--- src/rtl/ioctl_sdram_loader.sv ---
// Buffers ioctl download bytes in a small FIFO and writes them to their SDRAM region,
// one write per mem_sync slot; CMOS image bytes bypass the FIFO to the CMOS RAM port.
module ioctl_sdram_loader #(
  parameter int unsigned FIFO_DEPTH = 4,
  parameter logic [24:0] ROM_BASE   = 25'h080000,
  parameter logic [24:0] AUX_BASE   = 25'h068000,
  parameter logic [7:0]  CMOS_INDEX = 8'hFF
) (
  input  logic        clk_sys,
  input  logic        reset,
  input  logic        ioctl_download,
  input  logic [7:0]  ioctl_index,
  input  logic        ioctl_wr,
  input  logic [24:0] ioctl_addr,
  input  logic [7:0]  ioctl_dout,
  input  logic        mem_sync,
  output logic        loader_active,
  output logic        loader_we,
  output logic [24:0] loader_addr,
  output logic [7:0]  loader_data,
  output logic        cmos_we,
  output logic [6:0]  cmos_addr,
  output logic [7:0]  cmos_di,
  output logic        overflow,
  output logic        load_done
);

  localparam int unsigned PTR_W = (FIFO_DEPTH > 1) ? $clog2(FIFO_DEPTH) : 1;
  localparam int unsigned CNT_W = PTR_W + 1;

  typedef struct packed {
    logic [24:0] addr;
    logic [7:0]  data;
  } entry_t;

  entry_t             mem_q [FIFO_DEPTH];
  entry_t             mem_d [FIFO_DEPTH];
  logic [PTR_W-1:0]   wr_ptr_q, wr_ptr_d;
  logic [PTR_W-1:0]   rd_ptr_q, rd_ptr_d;
  logic [CNT_W-1:0]   count_q, count_d;
  logic               loader_we_q, loader_we_d;
  logic [24:0]        loader_addr_q, loader_addr_d;
  logic [7:0]         loader_data_q, loader_data_d;
  logic               cmos_we_q, cmos_we_d;
  logic [6:0]         cmos_addr_q, cmos_addr_d;
  logic [7:0]         cmos_di_q, cmos_di_d;
  logic               overflow_q, overflow_d;
  logic               active_q, active_d;
  logic               active_prev_q, active_prev_d;
  logic               load_done_q, load_done_d;
  logic               dl_prev_q, dl_prev_d;

  logic               push_req, cmos_req, push, pop, fifo_empty, fifo_full;
  entry_t             push_entry;

  // Next-state: FIFO bookkeeping, slot-aligned write issue, CMOS bypass, status flags
  always_comb begin
    mem_d          = mem_q;
    wr_ptr_d       = wr_ptr_q;
    rd_ptr_d       = rd_ptr_q;
    count_d        = count_q;
    loader_we_d    = loader_we_q;
    loader_addr_d  = loader_addr_q;
    loader_data_d  = loader_data_q;
    cmos_we_d      = 1'b0;
    cmos_addr_d    = cmos_addr_q;
    cmos_di_d      = cmos_di_q;
    overflow_d     = overflow_q;
    dl_prev_d      = ioctl_download;
    active_prev_d  = active_q;

    push_req   = ioctl_wr & ioctl_download & (ioctl_index != CMOS_INDEX);
    cmos_req   = ioctl_wr & ioctl_download & (ioctl_index == CMOS_INDEX);
    fifo_empty = (count_q == '0);
    fifo_full  = (count_q == CNT_W'(FIFO_DEPTH));
    pop        = mem_sync & ~fifo_empty;
    push       = push_req & (~fifo_full | pop);

    push_entry.addr = ioctl_addr + ((ioctl_index == 8'h00) ? ROM_BASE : AUX_BASE);
    push_entry.data = ioctl_dout;

    if (push) begin
      mem_d[wr_ptr_q] = push_entry;
      wr_ptr_d        = wr_ptr_q + PTR_W'(1);
    end

    // Outputs only move on a slot strobe, so they stay stable for a whole slot
    if (mem_sync) begin
      loader_we_d = pop;
      if (pop) begin
        loader_addr_d = mem_q[rd_ptr_q].addr;
        loader_data_d = mem_q[rd_ptr_q].data;
        rd_ptr_d      = rd_ptr_q + PTR_W'(1);
      end
    end

    count_d = count_q + CNT_W'(push) - CNT_W'(pop);

    if (cmos_req) begin
      cmos_we_d   = 1'b1;
      cmos_addr_d = ioctl_addr[6:0];
      cmos_di_d   = ioctl_dout;
    end

    if (ioctl_download & ~dl_prev_q) overflow_d = 1'b0;
    if (push_req & ~push)            overflow_d = 1'b1;

    active_d    = ioctl_download | (count_d != '0) | loader_we_d;
    load_done_d = active_prev_q & ~active_q;
  end

  always_ff @(posedge clk_sys or posedge reset) begin
    if (reset) begin
      mem_q         <= '{default: '0};
      wr_ptr_q      <= '0;
      rd_ptr_q      <= '0;
      count_q       <= '0;
      loader_we_q   <= 1'b0;
      loader_addr_q <= '0;
      loader_data_q <= '0;
      cmos_we_q     <= 1'b0;
      cmos_addr_q   <= '0;
      cmos_di_q     <= '0;
      overflow_q    <= 1'b0;
      active_q      <= 1'b0;
      active_prev_q <= 1'b0;
      load_done_q   <= 1'b0;
      dl_prev_q     <= 1'b0;
    end else begin
      mem_q         <= mem_d;
      wr_ptr_q      <= wr_ptr_d;
      rd_ptr_q      <= rd_ptr_d;
      count_q       <= count_d;
      loader_we_q   <= loader_we_d;
      loader_addr_q <= loader_addr_d;
      loader_data_q <= loader_data_d;
      cmos_we_q     <= cmos_we_d;
      cmos_addr_q   <= cmos_addr_d;
      cmos_di_q     <= cmos_di_d;
      overflow_q    <= overflow_d;
      active_q      <= active_d;
      active_prev_q <= active_prev_d;
      load_done_q   <= load_done_d;
      dl_prev_q     <= dl_prev_d;
    end
  end

  assign loader_active = active_q;
  assign loader_we     = loader_we_q;
  assign loader_addr   = loader_addr_q;
  assign loader_data   = loader_data_q;
  assign cmos_we       = cmos_we_q;
  assign cmos_addr     = cmos_addr_q;
  assign cmos_di       = cmos_di_q;
  assign overflow      = overflow_q;
  assign load_done     = load_done_q;

endmodule

--- config.mk ---
export PLATFORM = sky130hd
export DESIGN_NAME = ioctl_sdram_loader
export DESIGN_NICKNAME = d
export VERILOG_FILES = /design/src/rtl/ioctl_sdram_loader.sv
export SDC_FILE = /design/constraint.sdc
export NUM_CORES = 1
export LEC_CHECK = 0
export ABC_AREA = 1
export BUFFER_PORTS_ARGS = -buffer_cell sky130_fd_sc_hd__buf_2
export CORE_UTILIZATION = 63
export CTS_BUF_LIST = sky130_fd_sc_hd__clkbuf_16
export DETAILED_ROUTE_END_ITERATION = 10
export PLACE_DENSITY = 0.86
export SKIP_LAST_GASP = 1
export SYNTH_ARGS = -nofsm -noshare
export SYNTH_HDL_FRONTEND = slang
export SYNTH_SLANG_ARGS = --single-unit
export TNS_END_PERCENT = 1
--- constraint.sdc ---
create_clock -name clk_sys -period 16.35 [get_ports clk_sys]
set_clock_uncertainty 0.05 [all_clocks]
set_input_delay 1.635 -clock clk_sys [delete_from_list [all_inputs] [get_ports clk_sys]]
set_output_delay 1.635 -clock clk_sys [all_outputs]
set_load 0.03 [all_outputs]
# After elaboration in Yosys (flattened, before gate mapping)
# Cells that the tools add are included.
# totals
inputBits,46
word_cells,68
ff_bits,194
output_inout_bits,53
# op_classes
mux,11
order_cmp,3
add_sub_neg,5
n_reduce_logical,6
bitwise_logic,18
n_eq_ne,3
# ops
op,n
$bwmux W132,1
$mux W33,3
$bmux W33 S2,1
$demux W33 S2,1
$add A25 B20 Y25,1
$mux W20,1
$and A1 B1 Y1,8
$eq A8 B8 Y1 const B,1
$logic_not A8 Y1,1
$ne A8 B8 Y1 const B,1
$ge A3 B3 Y1 const B,2
$not A2 Y3,2
$not A1 Y1,5
$add A2 B1 Y2 const B,2
$mux W1,4
$add A3 B1 Y3,1
$eq A3 B3 Y1 const B,1
$logic_not A3 Y1,1
$lt A3 B1 Y1 const B,1
$or A1 B1 Y1,3
$reduce_bool A3 Y1,1
$sub A3 B1 Y3,1
$reduce_and A2 Y1,1
$reduce_bool A2 Y1,1
$logic_and A1 B1 Y1,1

# Logic depth before layout (Yosys ltp)
# logic_depth
word_depth,10
depth_mapped,12
depth_no_buf,12

# Worst setup path after synthesis
# Ideal clock, no wire load.
# synth_path
kind,input to register
startpoint,in mem_sync
endpoint,"reg active_q, in the netlist loader_active"
setup_time_ns,0.132
n_path_buf,1
required_time_ns,16.168
arrival_time_ns,3.362
path_stages,11
path_slack_ns,12.806
path_cell_list,inv_1 -> a21oi_2 -> clkbuf_1 -> ha_1 -> inv_1 -> ha_1 -> inv_1 -> fa_1 -> inv_1 -> nor3_1 -> nand3_1
# synth_via
elab_chain_cells,8
word_cells_on_any_way,9
cone_classes,2 x add/sub; 1 x mux; 5 x bitwise; 1 x reduce/logical
# synth_rtl
item,line_no,text
from (decl),16,"input logic mem_sync,"
$and A1 B1 Y1 (*),76,pop = mem_sync & ~fifo_empty;
$or A1 B1 Y1,77,push = push_req & (~fifo_full | pop);
$and A1 B1 Y1,77,
$add A3 B1 Y3,97,count_d = count_q + CNT_W'(push) - CNT_W'(pop);
$sub A3 B1 Y3 (*),97,
net count_d[1],40,"logic [CNT_W-1:0] count_q, count_d;"
$reduce_bool A3 Y1 (*),108,active_d = ioctl_download | (count_d != '0) | loader_we_d;
$or A1 B1 Y1 (*) (2 in a row),108,
net active_d,48,"logic active_q, active_d;"
to (signal assigned),141,active_q <= active_d;
to (decl),48,
# Mark *: on every way through the listed nets, which the timed path passes. The rest lies on a longest branch.
# A chain may end at the register's enable or synchronous reset.

# Worst setup path in the final report
# layout_path
startpoint,in ioctl_index[6]
endpoint,"reg active_q, in the netlist loader_active"
# layout_via
elab_chain_cells,8
# layout_rtl
item,line_no,text
from (decl),12,"input logic [7:0] ioctl_index,"
$ne A8 B8 Y1,72,push_req = ioctl_wr & ioctl_download & (ioctl_index != CMOS_INDEX);
$and A1 B1 Y1,72,
$and A1 B1 Y1,77,
$add A3 B1 Y3,97,
$sub A3 B1 Y3,97,
net count_d[1],40,
$reduce_bool A3 Y1,108,
$or A1 B1 Y1 (2 in a row),108,
net active_d,48,
# The timed path passes the listed nets, and every way through them passes these cells.

==> results.py <==
metrics = {
    "run_status": {
        "outcome": "completed",
    },
    "route": {
        "met1_length_um": 8870,
        "met3RoutedLength_um": 1310,
        "top_layer": "met4",
        "wirelength_um": 20900,
        "dr.first_iter.drc_count": 746,
        "post_drt_wl_per_cell_um": 16.2,
        "drcViolationCount": 0,
        "vias": 7336,
        "vias_per_cell": 5.68,
        "drtPass1Iterations": 5,
        "met2_length_um": 10300,
        "ant_nets": 0,
    },
    "global_route": {
        "grt_usage_pct": 31.2,
        "grt_max_degree": 113,
        "grt_pass1_wl_um": 34500,
        "grt-ovfl-total": 0,
        "grt_antenna_before_repair": 0,
        "grt_pass1_vias": 7052,
    },
    "layout": {
        "area_growth_pct": 12.7,
        "nNetsFinal": 1160,
        "layout_common_cells": "348 x nand2_1, 193 x dfrtp_1, 122 x o21ai_0, 98 x buf_2, 84 x inv_1",
        "layout_commonest_cell": "nand2_1",
        "multiInputGateArea_um2": 3230,
        "final-seq-area_um2": 4860,
        "num_antenna_cells": 0,
        "num-fill-cells": 962,
        "layout-drive-gt1-share_pct": 13.1,
    },
    "timing": {
        "rsz0062_at_grt": "no",
        "slew_viol_final": 0,
        "fin_ws_ps": 12460,
        "setup_viol": 0,
        "worst_pin_slew_ps": 1230,
        "fmax_mhz": 257,
        "finalCritPeriodShare_pct": 23.8,
        "max_slew_margin_pct": 18.0,
        "hold_viol_final": 0,
        "min_period_ps": 3890,
        "tns_ps": 0,
    },
    "place": {
        "dp_slack_ps": 12040,
        "io_buffers": 98,
        "dp_hpwl_um": 12300,
        "gp_congestion": 0.878,
    },
    "power_and_ir_drop": {
        "powerDensity_nw_per_um2": 195,
        "p_total_uw": 1900,
        "irDropWorstVdd_uv": 96.3,
        "leakage_uw": 0.00497,
    },
    "flow_run": {
        "cap_violations": 0,
    },
    "logic_synthesis": {
        "synth_edf_count": 0,
        "postSynthCellCount": 1033,
        "async_reset_ff_share_pct": 100,
        "synthesis.area_um2": 8650,
        "ys_ff_latch": 194,
        "ys_seq_area_share_pct": 56.1,
        "ys.warnings.count": 0,
        "synth_nets": 1091,
        "yosysUniqueCellTypes": 30,
        "avgSynthCellArea_um2": 8.38,
        "ys.flop_type": "dfrtp_1",
    },
    "clock_tree": {
        "cts_tree": "done",
        "root_buffer": "clkbuf_16",
        "worst_skew_pair.late_latency_ps": 430,
        "holdBufCountCts": 0,
        "postCtsSetupBuffers": 0,
        "path_clk_slew_ps": 70,
        "ctsResizeCount": 0,
        "clock-sinks": 194,
        "cts_made_buffers": 17,
        "cts_max_path_buffers": 2,
        "htreeDepth": 4,
    },
    "floorplanning": {
        "ios": 99,
        "placementRows": 42,
        "die_height_um": 119,
        "core_area_um2": 13300,
        "start_util_pct": 65.1,
        "die_x_um": 119,
        "die_area_um2": 14200,
    },
    "hold_path": {
        "hold_depth": 0,
        "hold_path.startpoint": "loader_active",
        "hold_end": "active_prev_q",
        "hp-class": "flop to flop",
    },
    "setup_path": {
        "crit_arrival_ps": 4150,
        "critical_path_class": "input port to flop",
        "r2r-start": "count_q[1]",
        "r2r-end": "loader_active",
        "worst-path-max-fanout": 22,
        "endpoint_kind": "flop",
        "r2r_setup_slack_ps": 13820,
        "startpoint_type": "input port",
        "worst-endpoint-required_ps": 16620,
        "reg2reg_depth": 11,
    },
}
[critical path: stages]
cell	delay, ps
buf_2	100
nand2_1	60
nor2_1	40
nand2_1	590
nand3_4	330
ha_1	380
inv_1	50
ha_1	130
inv_1	50
fa_1	490
inv_1	60
nor3_1	130
nand3_1	90
[metal layers]
metal	GRT usage, %	vias up
li1	-	3442
met1	42.1	3563
met2	50.6	296
met3	5.75	35
met4	11.8	0
met5	0	-
[cell families after synthesis]
family                   synth area share (%)
AND/OR/NAND/NOR                          21.1
XOR/XNOR                                0.709
flip-flops                               56.1
adder cells (fa/ha/maj)                  1.82
AO/OA/AOI/OAI                            13.6
buffers and inverters                    6.68
[layout make-up]
class / count / share of cell area (%)
Clock buffer: 17 / 4.36
Clock inverter: 15 / 1.54
Inverter: 84 / 3.32
Multi-Input combinational cell: 699 / 33.1
Sequential cell: 194 / 49.8
Tap cell: 176 / 2.26
Timing Repair Buffer: 106 / 5.64
[worst max path at each step]
stage	startpoint	to	slack, ps	depth (start not counted)
after floorplan	reset	active_prev_q	9380	1
after global placement	ioctl_index[0]	loader_active	12140	13
after detailed placement	ioctl_index[6]	loader_active	12040	13
after CTS	ioctl_index[6]	loader_active	12480	13
after global routing	ioctl_index[0]	loader_active	12250	13
final	ioctl_index[6]	loader_active	12460	13
[flip-flops by register name, indices dropped and copies added (netlist names)]
name,flops
active_prev_q,1
cmos_addr,7
cmos_di,8
cmos_we,1
count_q,3
dl_prev_q,1
load_done,1
loader_active,1
loader_addr,25
loader_data,8
loader_we,1
mem_q,132
overflow,1
rd_ptr_q,2
wr_ptr_q,2
[Yosys cell counts (2+ instances only)]
cell	instances	share of area [%]
nand2_1	348	15
dfrtp_1	194	56
o21ai_0	122	7.1
inv_1	83	3.6
nor2_1	72	3.1
a21oi_1	49	2.8
a31oi_1	33	2.4
buf_2	30	1.7
nand3_1	21	1.2
clkbuf_1	14	0.61
ha_1	11	1.6
o211ai_1	9	0.78
o21ai_1	8	0.46
buf_1	7	0.30
nand4_1	6	0.43
xor2_1	5	0.51
nor2_4	4	0.52
buf_4	3	0.26
clkbuf_2	2	0.12
xnor2_1	2	0.20
[power breakdown]
part / switching (uW) / total [uW] / internal (uW)
registers: 101 / 793 / 692
clock network: 175 / 412 / 236
logic: 473 / 694 / 220
total: 750 / 1900 / 1150
[per-stage QoR]
stage / util [%] / instance area, um2 / hold WS (ps) / std cells
detailed placement: 69.0 / 9180 / 348 / 1259
floorplan: - / 8650 / 384 / 1033
finish: 73.4 / 9750 / 378 / 1291
CTS: 73.4 / 9750 / 379 / 1291
global route: 73.4 / 9750 / 399 / 1291
global placement: 69.0 / 9180 / 345 / 1259
(Power assumes the default switching activity.)
